### config.mk
export PLATFORM = sky130hd
export DESIGN_NAME = ayatsuki_lsu_flat
export DESIGN_NICKNAME = d
export VERILOG_FILES = /design/src/rtl/ayatsuki_lsu_if.sv /design/src/rtl/ayatsuki_lsu.sv /design/src/flat_wrapper.sv
export SDC_FILE = /design/constraint.sdc
export NUM_CORES = 1
export LEC_CHECK = 0
export CORE_ASPECT_RATIO = 1.75
export CORE_UTILIZATION = 37
export CTS_CLUSTER_SIZE = 28
export DETAILED_ROUTE_END_ITERATION = 10
export PLACE_DENSITY = 0.66
export SLEW_MARGIN = 20
export SYNTH_ARGS = -nofsm -noshare
export SYNTH_HDL_FRONTEND = slang
export SYNTH_SLANG_ARGS = --single-unit
### constraint.sdc
create_clock -name clk -period 10.7 [get_ports clk]
set_input_delay 1.07 -clock clk [delete_from_list [all_inputs] [get_ports clk]]
set_output_delay 1.07 -clock clk [all_outputs]
set_load 0.01 [all_outputs]
### src/rtl/ayatsuki_lsu_if.sv
// Data-bus side of the load/store unit: request/acknowledge bus with wait states.
// The master (LSU) holds bus_req_o and its qualifiers until bus_ack_i, which carries read data.
interface ayatsuki_lsu_if #(
  parameter int ADDR_W = 32,
  parameter int DATA_W = 32
);
  localparam int LANES = DATA_W / 8;

  logic              bus_req_o;
  logic              bus_we_o;
  logic [ADDR_W-1:0] bus_addr_o;
  logic [LANES-1:0]  bus_be_o;
  logic [DATA_W-1:0] bus_wdata_o;
  logic              bus_ack_i;
  logic [DATA_W-1:0] bus_rdata_i;

  modport master (
    output bus_req_o, bus_we_o, bus_addr_o, bus_be_o, bus_wdata_o,
    input  bus_ack_i, bus_rdata_i
  );

  modport slave (
    input  bus_req_o, bus_we_o, bus_addr_o, bus_be_o, bus_wdata_o,
    output bus_ack_i, bus_rdata_i
  );
endinterface

### src/rtl/ayatsuki_lsu.sv
// Load/store unit: one pipeline request per bus transaction, lane byte enables,
// store replication, load extraction/extension, alignment/size/timeout errors.
module ayatsuki_lsu #(
  parameter int ADDR_W  = 32,
  parameter int DATA_W  = 32,
  parameter int TIMEOUT = 15
) (
  input  logic              clk,
  input  logic              rst,
  // Handshake: a request transfers on a rising edge where req_valid_i & req_ready_o & ~flush_i.
  input  logic              req_valid_i,
  output logic              req_ready_o,
  input  logic              req_we_i,
  input  logic [ADDR_W-1:0] req_addr_i,
  input  logic [DATA_W-1:0] req_wdata_i,
  input  logic [1:0]        req_size_i,
  input  logic              req_unsigned_i,
  input  logic [4:0]        req_rd_i,
  input  logic              flush_i,
  ayatsuki_lsu_if.master    bus,
  output logic              wb_valid_o,
  output logic [4:0]        wb_rd_o,
  output logic [DATA_W-1:0] wb_data_o,
  output logic              stall_o,
  output logic              err_o,
  output logic [1:0]        err_cause_o,
  output logic [ADDR_W-1:0] err_addr_o,
  output logic              dbg_state_o
);
  localparam int LANES = DATA_W / 8;
  localparam int LB    = $clog2(LANES);
  localparam int CNT_W = (TIMEOUT > 1) ? $clog2(TIMEOUT) : 1;

  typedef enum logic {IDLE = 1'b0, BUSY = 1'b1} state_t;

  state_t            state_q, state_d;
  logic              bus_req_q, bus_req_d;
  logic              bus_we_q, bus_we_d;
  logic [ADDR_W-1:0] bus_addr_q, bus_addr_d;
  logic [LANES-1:0]  bus_be_q, bus_be_d;
  logic [DATA_W-1:0] bus_wdata_q, bus_wdata_d;
  logic [CNT_W-1:0]  cnt_q, cnt_d;
  logic              drop_q, drop_d;
  logic [ADDR_W-1:0] addr_q, addr_d;
  logic [1:0]        size_q, size_d;
  logic              uns_q, uns_d;
  logic [4:0]        rd_q, rd_d;
  logic              wb_valid_q, wb_valid_d;
  logic [4:0]        wb_rd_q, wb_rd_d;
  logic [DATA_W-1:0] wb_data_q, wb_data_d;
  logic              err_q, err_d;
  logic [1:0]        err_cause_q, err_cause_d;
  logic [ADDR_W-1:0] err_addr_q, err_addr_d;

  logic              accept, illegal, misal, timeout_hit, drop_now;
  logic [LANES-1:0]  be_base, be_req;
  logic [DATA_W-1:0] wdata_rep, rd_shift, ld_mask, ld_ext;
  logic              ld_sign;

  // Request decode: byte-enable pattern, replicated store data, alignment and size checks.
  always_comb begin
    illegal   = (req_size_i == 2'd3) && (DATA_W < 64);
    misal     = 1'b0;
    be_base   = '0;
    wdata_rep = '0;
    case (req_size_i)
      2'd0: begin
        be_base[0] = 1'b1;
        wdata_rep  = {LANES{req_wdata_i[7:0]}};
      end
      2'd1: begin
        misal        = req_addr_i[0];
        be_base[1:0] = '1;
        wdata_rep    = {(LANES/2){req_wdata_i[15:0]}};
      end
      2'd2: begin
        misal        = |req_addr_i[1:0];
        be_base[3:0] = '1;
        wdata_rep    = {(LANES/4){req_wdata_i[31:0]}};
      end
      default: begin
        misal     = |req_addr_i[2:0];
        be_base   = '1;
        wdata_rep = req_wdata_i;
      end
    endcase
    be_req = be_base << req_addr_i[LB-1:0];
  end

  // Load extraction from the lane the byte address selects.
  always_comb begin
    rd_shift = bus.bus_rdata_i >> {addr_q[LB-1:0], 3'b000};
    ld_mask  = '0;
    case (size_q)
      2'd0:    begin ld_mask[7:0]  = '1; ld_sign = rd_shift[7];  end
      2'd1:    begin ld_mask[15:0] = '1; ld_sign = rd_shift[15]; end
      2'd2:    begin ld_mask[31:0] = '1; ld_sign = rd_shift[31]; end
      default: begin ld_mask = '1; ld_sign = rd_shift[DATA_W-1]; end
    endcase
    ld_ext = (rd_shift & ld_mask) | ((ld_sign & ~uns_q) ? ~ld_mask : '0);
  end

  assign accept      = req_valid_i & req_ready_o & ~flush_i;
  assign timeout_hit = (TIMEOUT != 0) && (cnt_q == CNT_W'(TIMEOUT - 1));
  assign drop_now    = drop_q | flush_i;

  always_comb begin
    state_d     = state_q;
    bus_req_d   = bus_req_q;
    bus_we_d    = bus_we_q;
    bus_addr_d  = bus_addr_q;
    bus_be_d    = bus_be_q;
    bus_wdata_d = bus_wdata_q;
    cnt_d       = cnt_q;
    drop_d      = drop_q;
    addr_d      = addr_q;
    size_d      = size_q;
    uns_d       = uns_q;
    rd_d        = rd_q;
    wb_valid_d  = 1'b0;
    wb_rd_d     = wb_rd_q;
    wb_data_d   = wb_data_q;
    err_d       = 1'b0;
    err_cause_d = err_cause_q;
    err_addr_d  = err_addr_q;
    case (state_q)
      IDLE: begin
        if (accept) begin
          addr_d   = req_addr_i;
          size_d   = req_size_i;
          uns_d    = req_unsigned_i;
          rd_d     = req_rd_i;
          bus_we_d = req_we_i;
          if (illegal || misal) begin
            // Faulting requests never reach the bus; the error is reported next cycle.
            err_d       = 1'b1;
            err_cause_d = illegal ? 2'd3 : 2'd1;
            err_addr_d  = req_addr_i;
          end else begin
            state_d     = BUSY;
            bus_req_d   = 1'b1;
            bus_addr_d  = {req_addr_i[ADDR_W-1:LB], {LB{1'b0}}};
            bus_be_d    = be_req;
            bus_wdata_d = wdata_rep;
            cnt_d       = '0;
            drop_d      = 1'b0;
          end
        end
      end
      BUSY: begin
        if (bus.bus_ack_i) begin
          state_d   = IDLE;
          bus_req_d = 1'b0;
          drop_d    = 1'b0;
          if (!bus_we_q && !drop_now) begin
            wb_valid_d = 1'b1;
            wb_rd_d    = rd_q;
            wb_data_d  = ld_ext;
          end
        end else if (timeout_hit) begin
          state_d   = IDLE;
          bus_req_d = 1'b0;
          drop_d    = 1'b0;
          if (!drop_now) begin
            err_d       = 1'b1;
            err_cause_d = 2'd2;
            err_addr_d  = addr_q;
          end
        end else begin
          cnt_d  = cnt_q + CNT_W'(1);
          drop_d = drop_now;
        end
      end
      default: state_d = IDLE;
    endcase
  end

  always_ff @(posedge clk or posedge rst) begin
    if (rst) begin
      state_q     <= IDLE;
      bus_req_q   <= 1'b0;
      bus_we_q    <= 1'b0;
      bus_addr_q  <= '0;
      bus_be_q    <= '0;
      bus_wdata_q <= '0;
      cnt_q       <= '0;
      drop_q      <= 1'b0;
      addr_q      <= '0;
      size_q      <= '0;
      uns_q       <= 1'b0;
      rd_q        <= '0;
      wb_valid_q  <= 1'b0;
      wb_rd_q     <= '0;
      wb_data_q   <= '0;
      err_q       <= 1'b0;
      err_cause_q <= '0;
      err_addr_q  <= '0;
    end else begin
      state_q     <= state_d;
      bus_req_q   <= bus_req_d;
      bus_we_q    <= bus_we_d;
      bus_addr_q  <= bus_addr_d;
      bus_be_q    <= bus_be_d;
      bus_wdata_q <= bus_wdata_d;
      cnt_q       <= cnt_d;
      drop_q      <= drop_d;
      addr_q      <= addr_d;
      size_q      <= size_d;
      uns_q       <= uns_d;
      rd_q        <= rd_d;
      wb_valid_q  <= wb_valid_d;
      wb_rd_q     <= wb_rd_d;
      wb_data_q   <= wb_data_d;
      err_q       <= err_d;
      err_cause_q <= err_cause_d;
      err_addr_q  <= err_addr_d;
    end
  end

  assign req_ready_o     = (state_q == IDLE);
  assign stall_o         = (state_q == BUSY) | (req_valid_i & ~req_ready_o);
  assign bus.bus_req_o   = bus_req_q;
  assign bus.bus_we_o    = bus_we_q;
  assign bus.bus_addr_o  = bus_addr_q;
  assign bus.bus_be_o    = bus_be_q;
  assign bus.bus_wdata_o = bus_wdata_q;
  assign wb_valid_o      = wb_valid_q;
  assign wb_rd_o         = wb_rd_q;
  assign wb_data_o       = wb_data_q;
  assign err_o           = err_q;
  assign err_cause_o     = err_cause_q;
  assign err_addr_o      = err_addr_q;
  assign dbg_state_o     = state_q;
endmodule
### src/flat_wrapper.sv
// flat-port wrapper written by rule: the top's interface ports become plain ports
module ayatsuki_lsu_flat 
#(
  parameter int ADDR_W  = 32,
  parameter int DATA_W  = 32,
  parameter int TIMEOUT = 15
)
  (clk, rst, req_valid_i, req_ready_o, req_we_i, req_addr_i, req_wdata_i, req_size_i, req_unsigned_i, req_rd_i, flush_i, wb_valid_o, wb_rd_o, wb_data_o, stall_o, err_o, err_cause_o, err_addr_o, dbg_state_o, bus_bus_req_o, bus_bus_we_o, bus_bus_addr_o, bus_bus_be_o, bus_bus_wdata_o, bus_bus_ack_i, bus_bus_rdata_i);
  ayatsuki_lsu_if #(.ADDR_W(ADDR_W), .DATA_W(DATA_W)) bus_i ();
  input  logic clk;
  input  logic rst;
  input  logic req_valid_i;
  output logic req_ready_o;
  input  logic req_we_i;
  input  logic [ADDR_W-1:0] req_addr_i;
  input  logic [DATA_W-1:0] req_wdata_i;
  input  logic [1:0] req_size_i;
  input  logic req_unsigned_i;
  input  logic [4:0] req_rd_i;
  input  logic flush_i;
  output logic wb_valid_o;
  output logic [4:0] wb_rd_o;
  output logic [DATA_W-1:0] wb_data_o;
  output logic stall_o;
  output logic err_o;
  output logic [1:0] err_cause_o;
  output logic [ADDR_W-1:0] err_addr_o;
  output logic dbg_state_o;
  output wire logic [$bits(bus_i.bus_req_o)-1:0] bus_bus_req_o;
  output wire logic [$bits(bus_i.bus_we_o)-1:0] bus_bus_we_o;
  output wire logic [$bits(bus_i.bus_addr_o)-1:0] bus_bus_addr_o;
  output wire logic [$bits(bus_i.bus_be_o)-1:0] bus_bus_be_o;
  output wire logic [$bits(bus_i.bus_wdata_o)-1:0] bus_bus_wdata_o;
  input wire logic [$bits(bus_i.bus_ack_i)-1:0] bus_bus_ack_i;
  input wire logic [$bits(bus_i.bus_rdata_i)-1:0] bus_bus_rdata_i;
  assign bus_bus_req_o = bus_i.bus_req_o;
  assign bus_bus_we_o = bus_i.bus_we_o;
  assign bus_bus_addr_o = bus_i.bus_addr_o;
  assign bus_bus_be_o = bus_i.bus_be_o;
  assign bus_bus_wdata_o = bus_i.bus_wdata_o;
  assign bus_i.bus_ack_i = bus_bus_ack_i;
  assign bus_i.bus_rdata_i = bus_bus_rdata_i;
  ayatsuki_lsu #(.ADDR_W(ADDR_W), .DATA_W(DATA_W), .TIMEOUT(TIMEOUT)) u_core (.clk(clk), .rst(rst), .req_valid_i(req_valid_i), .req_ready_o(req_ready_o), .req_we_i(req_we_i), .req_addr_i(req_addr_i), .req_wdata_i(req_wdata_i), .req_size_i(req_size_i), .req_unsigned_i(req_unsigned_i), .req_rd_i(req_rd_i), .flush_i(flush_i), .bus(bus_i), .wb_valid_o(wb_valid_o), .wb_rd_o(wb_rd_o), .wb_data_o(wb_data_o), .stall_o(stall_o), .err_o(err_o), .err_cause_o(err_cause_o), .err_addr_o(err_addr_o), .dbg_state_o(dbg_state_o));
endmodule
# == Word level (Yosys, flattened, before mapping) ==
# Cells that the tools add are included.
# op_classes
add_sub_neg,1
eq_ne,13
shifts,2
n_mux,50
bitwise_logic,13
reduce_logical,17
# ops
operator,n
two-way mux 32 bit,6
one-hot mux 32 bit (2 select lines),2
bitwise AND 32 bit,1
NOT 32 bit,1
OR 32 bit,1
>> shifter 32 x 5 -> 32 bit,1
two-way mux 1 bit,21
two-way mux 16 bit,1
two-way mux 4 bit,4
two-way mux 2 bit,7
"inequality test 2 bit, second input constant",7
one-hot mux 1 bit (2 select lines),5
AND reduction 3 bit,3
two-way mux 8 bit,1
one-hot mux 4 bit (2 select lines),1
OR reduction 2 bit,3
AND reduction 5 bit,1
"adder 4 x 1 -> 4 bit, second input constant",1
bitwise AND 1 bit,4
"== test 2 x 1 -> 1 bit, second input constant",2
"== test 2 bit, second input constant",2
"== test 4 bit, second input constant",1
logical NOT 2 bit,2
NOT 1 bit,4
11 further kinds,14
# totals
ff_bits,187
input_bits,110
output_inout_bits,146
wordCells,114

# == Logic depth before layout (Yosys ltp) ==
# Gate-level depths: netlist of the first run.
# logic_depth
depth_word,6
ltp_mapped,8
depth_no_buf,6

# == Worst setup path after synthesis of the first run ==
# OpenSTA, ideal clock, no wires.
# synth_timing
kind,input to register
start,input port req_size_i[1]
end,register u_core.bus_wdata_q[24] (netlist: u_core.bus.bus_wdata_o[24])
t_arrival_ps,2378
t_required_ps,10572
slack_ps,8195
path_stages,7
n_path_buf,3
path_cell_list,buf_2 -> or2_1 -> buf_2 -> o21a_1 -> nor2_1 -> buf_4 -> mux2_1
# synth_via
elab_chain_cells,5
# synth_lines
item,line_no,text
"start, declared",flat_wrapper.sv:17,input logic [1:0] req_size_i;
== test 2 bit (tied with other cells),ayatsuki_lsu.sv:66,case (req_size_i)
one-hot mux 1 bit (3 select lines),ayatsuki_lsu.sv:66,
logical OR 1 bit,ayatsuki_lsu.sv:134,if (illegal || misal) begin
NOT 1 bit (no source line),-,
AND reduction 3 bit (no source line),-,
"end signal, assigned",ayatsuki_lsu.sv:204,bus_wdata_q <= bus_wdata_d;
"end, declared",ayatsuki_lsu.sv:41,"logic [DATA_W-1:0] bus_wdata_q, bus_wdata_d;"
# Several ways; a longest one is shown, not always the timed one.
# A chain may end at the register's enable or synchronous reset.

# == Worst setup path in the final report of the first run ==
# layout_timing
start,input port req_size_i[0]
end,register u_core.bus_wdata_q[30] (netlist: u_core.bus.bus_wdata_o[30])
# The elaborated chain is that of the path after synthesis.

==> flow_summary_export.csv, run 1 <==
group,metric,value,unit
min_path,hold_path_depth,2,
synthesis,yosys_warnings,0,
synthesis,synth_area_per_cell,11.34,sq um
critical_path,max_stage_delay,0.84,ns
place,port_buffers,253,
clocking,cts.sinks,187,
route,vias_per_cell,5.033,
synthesis,ys_types,51,
clocking,cts_resized,0,
layout,multi_input_comb_area,3309,sq um
layout,final_cell_count_no_fill,1270,
clocking,worstSkewPairLatency,0.44,ns
run,drv_cap,0,
floorplanning,core.rowCount,72,
place,placed_cells,1237,
sta,rsz0062_at_grt,"false",
synthesis,synth.largest_area_cell,"dfrtp_1",
layout,drive_gt1_share,5.647,%
critical_path,rr_worst_depth,4,
synthesis,async_flop_share,100.0,%
route,drt_iter0_markers,349,
global_routing,grt_pass1_wl,37450,microns
critical_path,worstPathMaxFanout,21,
critical_path,critPathLaunchType,"input port",
floorplanning,ios,256,
global_routing,use_met2,39.03,%
layout,syn_to_final_growth,39.58,%
critical_path,endpoint_kind,"flip-flop",
sta,tns,0,ns
route,final_antenna_net_count,0,
synthesis,synth_commonest_cells,"dfrtp_1, nand2_1, mux2_1",
place,place.gp.congestion,0.7623,
critical_path,required,11.02,ns
critical_path,slowest_stage,"clkdlybuf4s50_1",
synthesis,synth-seq-cells,187,
clocking,cts_setup_buffers,0,
floorplanning,die_y,200.3,microns
synthesis,synth-edff-count,0,
clocking,numCtsBuffers,17,
critical_path,crit_family,"simple AND/OR/NAND/NOR gates",
pwr,p_leak,4.936,nW
clocking,clk_pin_slew_worst_paths,0.07,ns
layout,final_util,52.56,%
sta,finalCritPeriodShare,35.09,%
synthesis,synth.area.top_cells,"dfrtp_1, mux2_1, nand2_1",
sta,maxSlewViolCount,0,
global_routing,use_met3,5.567,%
sta,clock.fmax,0.2663,GHz
synthesis,synthCells,733,
synthesis,dominantRegCellSynth,"dfrtp_1",
clocking,cts_tree,"yes",
global_routing,grt_max_degree,133,
critical_path,critical_path_class,"in -> reg",
clocking,clk_path_buf_depth,2,
route,drcViolationCount,0,
global_routing,grt_pass1_vias,6660,
critical_path,crit_path_cell_trace,"clkdlybuf4s50_1 > or2_1 > o21a_1 > nor2_1 > mux2_1",
floorplanning,dieArea,23090,sq um
floorplanning,fp.dieW,115.3,microns
route,wl_per_cell,18.78,microns
global_routing,grt.overflow.total,0,
route,drt_wl_total,23850,microns
route,vias,6392,
layout,stdcell_area,11600,sq um
pwr,powerDensity,211.4,nW/um^2
route,drtPass1Iterations,4,
global_routing,grt_usage,21.69,%
floorplanning,coreArea,22070,sq um
sta,worst_pin_slew,0.9517,ns
synthesis,syn_area,8310,sq um
global_routing,top_usage_layer,"met2",
synthesis,synth_top_area_share,56.31,%
synthesis,yosysMostFrequentCell,"dfrtp_1",
critical_path,cp_num_buf_inv,1,
place,hpwl,16720,microns
synthesis,yosysSeqAreaShare,56.31,%
layout,nNetsFinal,1073,
global_routing,met1_usage,23.75,%
min_path,hp-class,"reg -> reg",
sta,finalCriticalPeriod,3.755,ns
status,outcome,"finished clean",
critical_path,cp.depth,5,
sta,slew_headroom,36.56,%
sta,finClkSkew,0.01036,ns
layout,regArea,4679,sq um
critical_path,critPathArrivalTime,4.07,ns
clocking,htreeDepth,4,
sta,holdWs,0.4706,ns
pwr,ir_worst_vdd,0.0001067,V
floorplanning,start_util,37.65,%
clocking,cts-root-buf,"clkbuf_16",
global_routing,grt_antenna_before_repair,0,
sta,setup_viol,0,
layout,antennaDiodeCount,0,
sta,hold_viol_final,0,
place,placed_cell_area,10990,sq um
layout,num-fill-cells,1980,
clocking,cts_hold_buf,0,
==> state kept, by name, summed over array words and instances (netlist names), 2 cells and up <==
register,flops
u_core.addr_q,32
u_core.bus.bus_addr_o,30
u_core.bus.bus_be_o,4
u_core.bus.bus_wdata_o,32
u_core.cnt_q,4
u_core.err_addr_o,32
u_core.err_cause_o,2
u_core.rd_q,5
u_core.size_q,2
u_core.wb_data_o,32
u_core.wb_rd_o,5
==> layout by cell type (no fill, tap or decap), types with 3 or more instances in the layout <==
cell,instances
o22a_1,48
buf_4,9
a211oi_1,7
clkinv_4,5
o21ai_0,38
dfrtp_1,187
o21a_1,34
clkdlybuf4s50_1,253
inv_1,4
clkbuf_16,17
nand2_1,145
mux2i_1,40
clkinv_2,3
xor2_1,3
mux2_1,58
a21oi_1,10
and2_1,8
o31ai_1,4
nand3_1,5
o21ai_1,17
nor2_1,19
nor2b_1,8
o221a_1,8
==> logic make-up (layout without fill, tap and decap cells) <==
kind of cell | Yosys count | after routing | share of synthesized area, %
buffers and inverters | 60 | 300 | 4.080
xor gates and xnor gates | 3 | 3 | 0.3162
DFF | 187 | 187 | 56.31
and+or+nand+nor | 202 | 202 | 10.61
adders and majority gates | 2 | 2 | 0.3011
other | 1 | 2 | 0.04512
AOI/OAI and AO/OA | 178 | 178 | 15.39
muxes | 100 | 100 | 12.95
==> report_power, final <==
group / internal (W) / leakage [nW] / switching [W]
combinational: 0.000469 / 2.40 / 0.000331
clock: 0.000352 / 0.288 / 0.000281
sequential: 0.000904 / 2.25 / 0.000114
total: 0.00173 / 4.94 / 0.000727
==> worst paths after layout <==
path	from	slack, ns	endpoint
min in group asynchronous	rst	1.20	u_core.rd_q[1]$_DFFE_PP0P_
min reg2reg	u_core.rd_q[0]$_DFFE_PP0P_	0.47	u_core.rd_q[0]$_DFFE_PP0P_
max in group asynchronous	rst	8.13	u_core.addr_q[3]$_DFFE_PP0P_
max reg2reg	u_core.dbg_state_o$_DFF_PP0_	8.00	u_core.bus.bus_wdata_o[30]$_DFFE_PP0P_
min	u_core.rd_q[0]$_DFFE_PP0P_	0.47	u_core.rd_q[0]$_DFFE_PP0P_
max	req_size_i[0]	6.95	u_core.bus.bus_wdata_o[30]$_DFFE_PP0P_
==> stage by stage <==
stage	worst slack [ns]	total power (W)
final	6.945	0.002452
after floorplan	4.545	0.001354
after global routing	6.734	0.002585
after CTS	6.921	0.002488
after detailed placement	6.456	0.001842
after global placement	6.467	0.001829
==> tightest hold or removal path, stage by stage (launching register included) <==
cell and delay [ns]:
dfrtp_1 0.34, nand2_1 0.05, nand2_1 0.05
==> layer usage <==
metal	routed length (microns)	share of wire (%)	vias up
met4	541	2.3	0
met5	0	0	-
met2	13000	54	190
met1	9121	38	3150
met3	1189	5.0	28
li1	-	-	3024
==> layout make-up <==
class | count | area share [%]
repair buffers | 263 | 22.65
multi-input cells | 487 | 28.53
clock buffers | 19 | 3.818
clock inverters | 13 | 1.240
flip-flops and latches | 187 | 40.34
well taps | 296 | 3.193
inverters | 5 | 0.2265
Power figures use the tool's default switching activity.
==> run 2: changes to the inputs <==
Settings changed: PLACE_DENSITY 0.66 to 0.68.
Clock period 10.7 ns to 3.33 ns, I/O delays scaled along.
==> flow_summary_export.csv, run 2 (same netlist as run 1, synthesis figures left out) <==
group,metric,value,unit
status,outcome,"finished clean",
critical_path,reg2reg_slack,0.93,ns
layout,final_cell_mix,"clkdlybuf4s50_1, dfrtp_1, nand2_1",
global_routing,grt_usage,21.68,%
sta,holdWs,0.3565,ns
place,place.gp.congestion,0.8213,
sta,finalCriticalPeriod,2.400,ns
critical_path,max_stage_delay,0.77,ns
route,vias_per_cell,5.091,
pwr,sw_frac_of_total,28.98,%
critical_path,critPathArrivalTime,2.73,ns
clocking,cts-root-buf,"clkbuf_16",
sta,rsz0062_at_grt,"false",
critical_path,cp_num_buf_inv,1,
clocking,cts.sinks,187,
pwr,p_int,0.005706,W
pwr,power.share.clock,27.1,%
sta,clock.fmax,0.4166,GHz
critical_path,reg2reg_from,"u_core.dbg_state_o$_DFF_PP0_",
place,hpwl,17150,microns
route,wl_per_cell,18.58,microns
critical_path,rr_worst_depth,5,
global_routing,grt_pass1_vias,6756,
clocking,htreeDepth,4,
place,port_buffers,253,
pwr,ir_worst_vdd,0.0004115,V
global_routing,grt.overflow.total,0,
critical_path,r2r-end,"u_core.err_addr_o[15]$_DFFE_PP0P_",
sta,maxSlewViolCount,0,
route,drt_wl_total,23790,microns
pwr,switchingPower,0.002328,W
floorplanning,ios,256,
clocking,worstSkewPairLatency,0.44,ns
global_routing,grt_max_degree,81,
floorplanning,die_y,200.3,microns
critical_path,required,3.66,ns
pwr,combPwrFrac,32.0,%
layout,nNetsFinal,1083,
route,final_antenna_net_count,0,
global_routing,grt_pass1_wl,37330,microns
critical_path,critical_path_class,"reg -> reg",
critical_path,worstPathMaxFanout,13,
route,drtPass1Iterations,4,
pwr,finalPower,0.008033,W
critical_path,critPathLaunchType,"flip-flop",
clocking,cts_tree,"yes",
route,drt_iter0_markers,374,
clocking,cts_hold_buf,0,
layout,final_cell_count_no_fill,1280,
clocking,numCtsBuffers,17,
layout,layout_commonest_cell,"clkdlybuf4s50_1",
layout,syn_to_final_growth,41.37,%
critical_path,crit_path_cell_trace,"and2b_4 > or4b_1 > buf_4 > o22a_1 > o21a_1",
sta,slew_headroom,47.78,%
clocking,clk_path_buf_depth,2,
place,placed_cells,1248,
layout,num-fill-cells,1969,
sta,finalCritPeriodShare,72.08,%
sta,hold_viol_final,0,
layout,drive_gt1_share,6.606,%
pwr,powerDensity,683.7,nW/um^2
floorplanning,start_util,37.65,%
run,drv_cap,0,
min_path,hp-class,"in -> async",
sta,worst_pin_slew,0.7833,ns
floorplanning,core.rowCount,72,
floorplanning,fp.dieW,115.3,microns
critical_path,slowest_stage,"or4b_1",
pwr,seq_power_share,40.9,%
route,drcViolationCount,0,
clocking,clk_pin_slew_worst_paths,0.07,ns
clocking,cts_resized,0,
sta,tns,0,ns
sta,setup_viol,0,
critical_path,crit_family,"simple AND/OR/NAND/NOR gates",
clocking,cts_setup_buffers,0,
global_routing,grt_antenna_before_repair,0,
route,vias,6517,
sta,finClkSkew,0.005940,ns
layout,antennaDiodeCount,0,
pwr,p_leak,4.998,nW
critical_path,endpoint_kind,"flip-flop",
floorplanning,coreArea,22070,sq um
floorplanning,dieArea,23090,sq um
run 2: through the flow:
| stage | instance area, sq um | util, % | setup WS (ns) |
|---|---|---|---|
| after detailed placement | 11110 | 50.36 | 0.7083 |
| after floorplan | 8318 | - | 0.5905 |
| after global routing | 11750 | 53.23 | 0.8075 |
| final | 11750 | 53.23 | 0.9298 |
| after CTS | 11750 | 53.23 | 0.8957 |
| after global placement | 11110 | 50.36 | 0.7432 |
run 2: power groups by stage:
stage,logic (W),clock network [W],registers (W)
floorplan,0.000837,0,0.00351
global placement,0.00256,0,0.00331
detailed placement,0.00260,0,0.00333
CTS,0.00261,0.00223,0.00330
global route,0.00276,0.00231,0.00337
finish,0.00257,0.00217,0.00329
run 2: layout make-up:
class / instances / area, sq um / share of cell area [%]
Clock buffer: 19 / 442.9 / 3.770
Clock inverter: 13 / 191.4 / 1.629
Inverter: 5 / 22.52 / 0.1917
Multi-Input combinational cell: 487 / 3309 / 28.17
Sequential cell: 187 / 4679 / 39.83
Tap cell: 296 / 370.4 / 3.152
Timing Repair Buffer: 273 / 2733 / 23.26
run 2: worst max-delay path by stage:
stage	startpoint	endpoint	slack [ns]	cells after the start
6_report	u_core.dbg_state_o$_DFF_PP0_	u_core.err_addr_o[15]$_DFFE_PP0P_	0.93	5
5_1_grt	u_core.dbg_state_o$_DFF_PP0_	u_core.err_addr_o[13]$_DFFE_PP0P_	0.81	4
3_3_place_gp	bus_bus_ack_i	u_core.err_addr_o[10]$_DFFE_PP0P_	0.74	5
2_1_floorplan	rst	u_core.addr_q[0]$_DFFE_PP0P_	0.59	1
4_1_cts	u_core.dbg_state_o$_DFF_PP0_	u_core.err_addr_o[15]$_DFFE_PP0P_	0.90	5
3_5_place_dp	bus_bus_ack_i	u_core.err_addr_o[13]$_DFFE_PP0P_	0.71	6
run 2: worst reg2reg max path, cell delays in order (launching register included):
cell and delay [ns]:
dfrtp_1 0.62, and2b_4 0.26, or4b_1 0.77, buf_4 0.33
o22a_1 0.21, o21a_1 0.11
run 2: layer usage:
layer  track usage (%)  share of wire [%]  vias up
met5                 0                  0        -
met4             10.58                3.9        0
met3             4.841                4.7       46
met2             38.94                 53      211
met1             23.51                 38     3210
li1                  -                  -     3050
==> run 3: changes to the inputs <==
Clock period 3.33 ns to 2 ns, I/O delays scaled along.
==> flow_summary_export.csv, run 3 (same netlist as run 1, synthesis figures left out) <==
group,metric,value,unit
critical_path,r2r-end,"u_core.err_addr_o[12]$_DFFE_PP0P_",
pwr,p_leak,5.289,nW
floorplanning,core.rowCount,72,
critical_path,crit_family,"simple AND/OR/NAND/NOR gates",
pwr,sw_frac_of_total,28.76,%
sta,finalCritPeriodShare,98.73,%
layout,syn_to_final_growth,47.67,%
floorplanning,ios,256,
critical_path,max_stage_delay,0.63,ns
critical_path,worstPathMaxFanout,7,
clocking,htreeDepth,4,
route,drt_wl_total,24730,microns
sta,worst_pin_slew,0.6623,ns
status,outcome,"finished clean",
sta,finalCriticalPeriod,1.975,ns
clocking,cts_hold_buf,0,
critical_path,reg2reg_from,"u_core.cnt_q[0]$_DFFE_PP0P_",
critical_path,cp_num_buf_inv,3,
critical_path,rr_worst_depth,8,
pwr,power.share.clock,25.9,%
floorplanning,fp.dieW,115.3,microns
floorplanning,dieArea,23090,sq um
pwr,p_int,0.009530,W
layout,nNetsFinal,1125,
critical_path,slowest_stage,"or4b_4",
place,place.gp.congestion,0.8104,
layout,final_cell_mix,"clkdlybuf4s50_1, dfrtp_1, nand2_1",
critical_path,endpoint_kind,"flip-flop",
pwr,combPwrFrac,33.3,%
route,drt_iter0_markers,262,
route,drcViolationCount,0,
sta,rsz0062_at_grt,"true",
place,hpwl,17940,microns
global_routing,grt_usage,22.17,%
layout,layout_commonest_cell,"clkdlybuf4s50_1",
clocking,worstSkewPairLatency,0.44,ns
route,wl_per_cell,18.69,microns
critical_path,critPathArrivalTime,2.35,ns
place,port_buffers,253,
sta,holdWs,0.1520,ns
pwr,ir_worst_vdd,0.0005764,V
min_path,hp-class,"in -> async",
pwr,finalPower,0.01338,W
layout,drive_gt1_share,10.44,%
global_routing,grt_pass1_wl,38390,microns
layout,final_cell_count_no_fill,1323,
critical_path,reg2reg_slack,0.03,ns
global_routing,grt_pass1_vias,7118,
sta,clock.fmax,0.5064,GHz
route,drtPass1Iterations,7,
global_routing,grt.overflow.total,0,
pwr,powerDensity,1090,nW/um^2
sta,slew_headroom,55.38,%
critical_path,critical_path_class,"reg -> reg",
clocking,clk_pin_slew_worst_paths,0.07,ns
sta,hold_viol_final,0,
critical_path,required,2.38,ns
route,vias,6749,
global_routing,grt_max_degree,40,
clocking,cts-root-buf,"clkbuf_16",
pwr,seq_power_share,40.8,%
floorplanning,die_y,200.3,microns
route,final_antenna_net_count,0,
critical_path,critPathLaunchType,"flip-flop",
pwr,switchingPower,0.003847,W
place,placed_cells,1285,
floorplanning,coreArea,22070,sq um
clocking,cts.sinks,187,
route,vias_per_cell,5.101,
clocking,numCtsBuffers,17,
floorplanning,start_util,37.65,%
global_routing,grt_antenna_before_repair,1,
sta,finClkSkew,0.006032,ns
sta,maxSlewViolCount,0,
sta,setup_viol,0,
clocking,cts_tree,"yes",
run,drv_cap,0,
clocking,clk_path_buf_depth,2,
critical_path,crit_path_cell_trace,"inv_2 > ha_4 > nand3_2 > or4b_4 > buf_12 > nand2_8 > clkbuf_16 > o21a_1",
## run 3: cell count changes in the layout (fill, tap and decap cells not counted), sizes merged
cell / change
bufinv: -1
clkinvlp: -3
clkbuf: +9
diode: +2
buf: +38
inv: -2
## run 3: worst max path at each step
stage                                           start                                  to  depth (start not counted)
after floorplan                                   rst        u_core.addr_q[0]$_DFFE_PP0P_                          1
after global placement                        flush_i  u_core.bus.bus_be_o[3]$_DFFE_PP0P_                          6
after detailed placement                bus_bus_ack_i   u_core.err_addr_o[13]$_DFFE_PP0P_                          7
after CTS                 u_core.cnt_q[0]$_DFFE_PP0P_    u_core.err_addr_o[6]$_DFFE_PP0P_                          8
after global routing      u_core.cnt_q[0]$_DFFE_PP0P_   u_core.err_addr_o[21]$_DFFE_PP0P_                          8
final                     u_core.cnt_q[0]$_DFFE_PP0P_   u_core.err_addr_o[12]$_DFFE_PP0P_                          8
## run 3: metal layers
metal,up-vias,track usage [%],part of all wire (%)
met5,-,0,0
met4,0,10.67,3.7
met3,45,5.356,5.0
met2,205,40.23,55
met1,3373,23.44,37
li1,3126,-,-
## run 3: layout make-up
cell class	count	area, sq um
inverter	5	22.52
multi-input combinational	487	3339
clock inverter	7	113.9
clock buffer	24	481.7
sequential	187	4679
timing repair buffer	315	3259
antenna	2	5.005
fill	1922	9799
tap	296	370.4
## run 3: stage by stage
| step | util [%] | TNS, ns | setup WS [ns] | cell area, sq um |
|---|---|---|---|---|
| floorplan | - | -113.42 | -0.6065 | 8318 |
| global placement | 52.24 | -1.261 | -0.08387 | 11530 |
| detailed placement | 52.24 | -2.090 | -0.07665 | 11530 |
| CTS | 54.94 | 0 | 0.01865 | 12130 |
| global route | 55.60 | -0.4319 | -0.03176 | 12270 |
| finish | 55.60 | 0 | 0.02542 | 12270 |
## run 3: power by group through the flow
stage | sequential [W] | clock, W | combinational, W
after global placement | 0.00550 | 0 | 0.00440
final | 0.00546 | 0.00346 | 0.00445
after floorplan | 0.00585 | 0 | 0.00139
after CTS | 0.00547 | 0.00357 | 0.00449
after global routing | 0.00560 | 0.00369 | 0.00479
after detailed placement | 0.00553 | 0 | 0.00447
## run 3: repair_timing
item	in CTS	in global routing
setup buffers	0	1
setup endpoints to repair	0	33
hold endpoints to repair	0	0
gates resized for setup	0	7
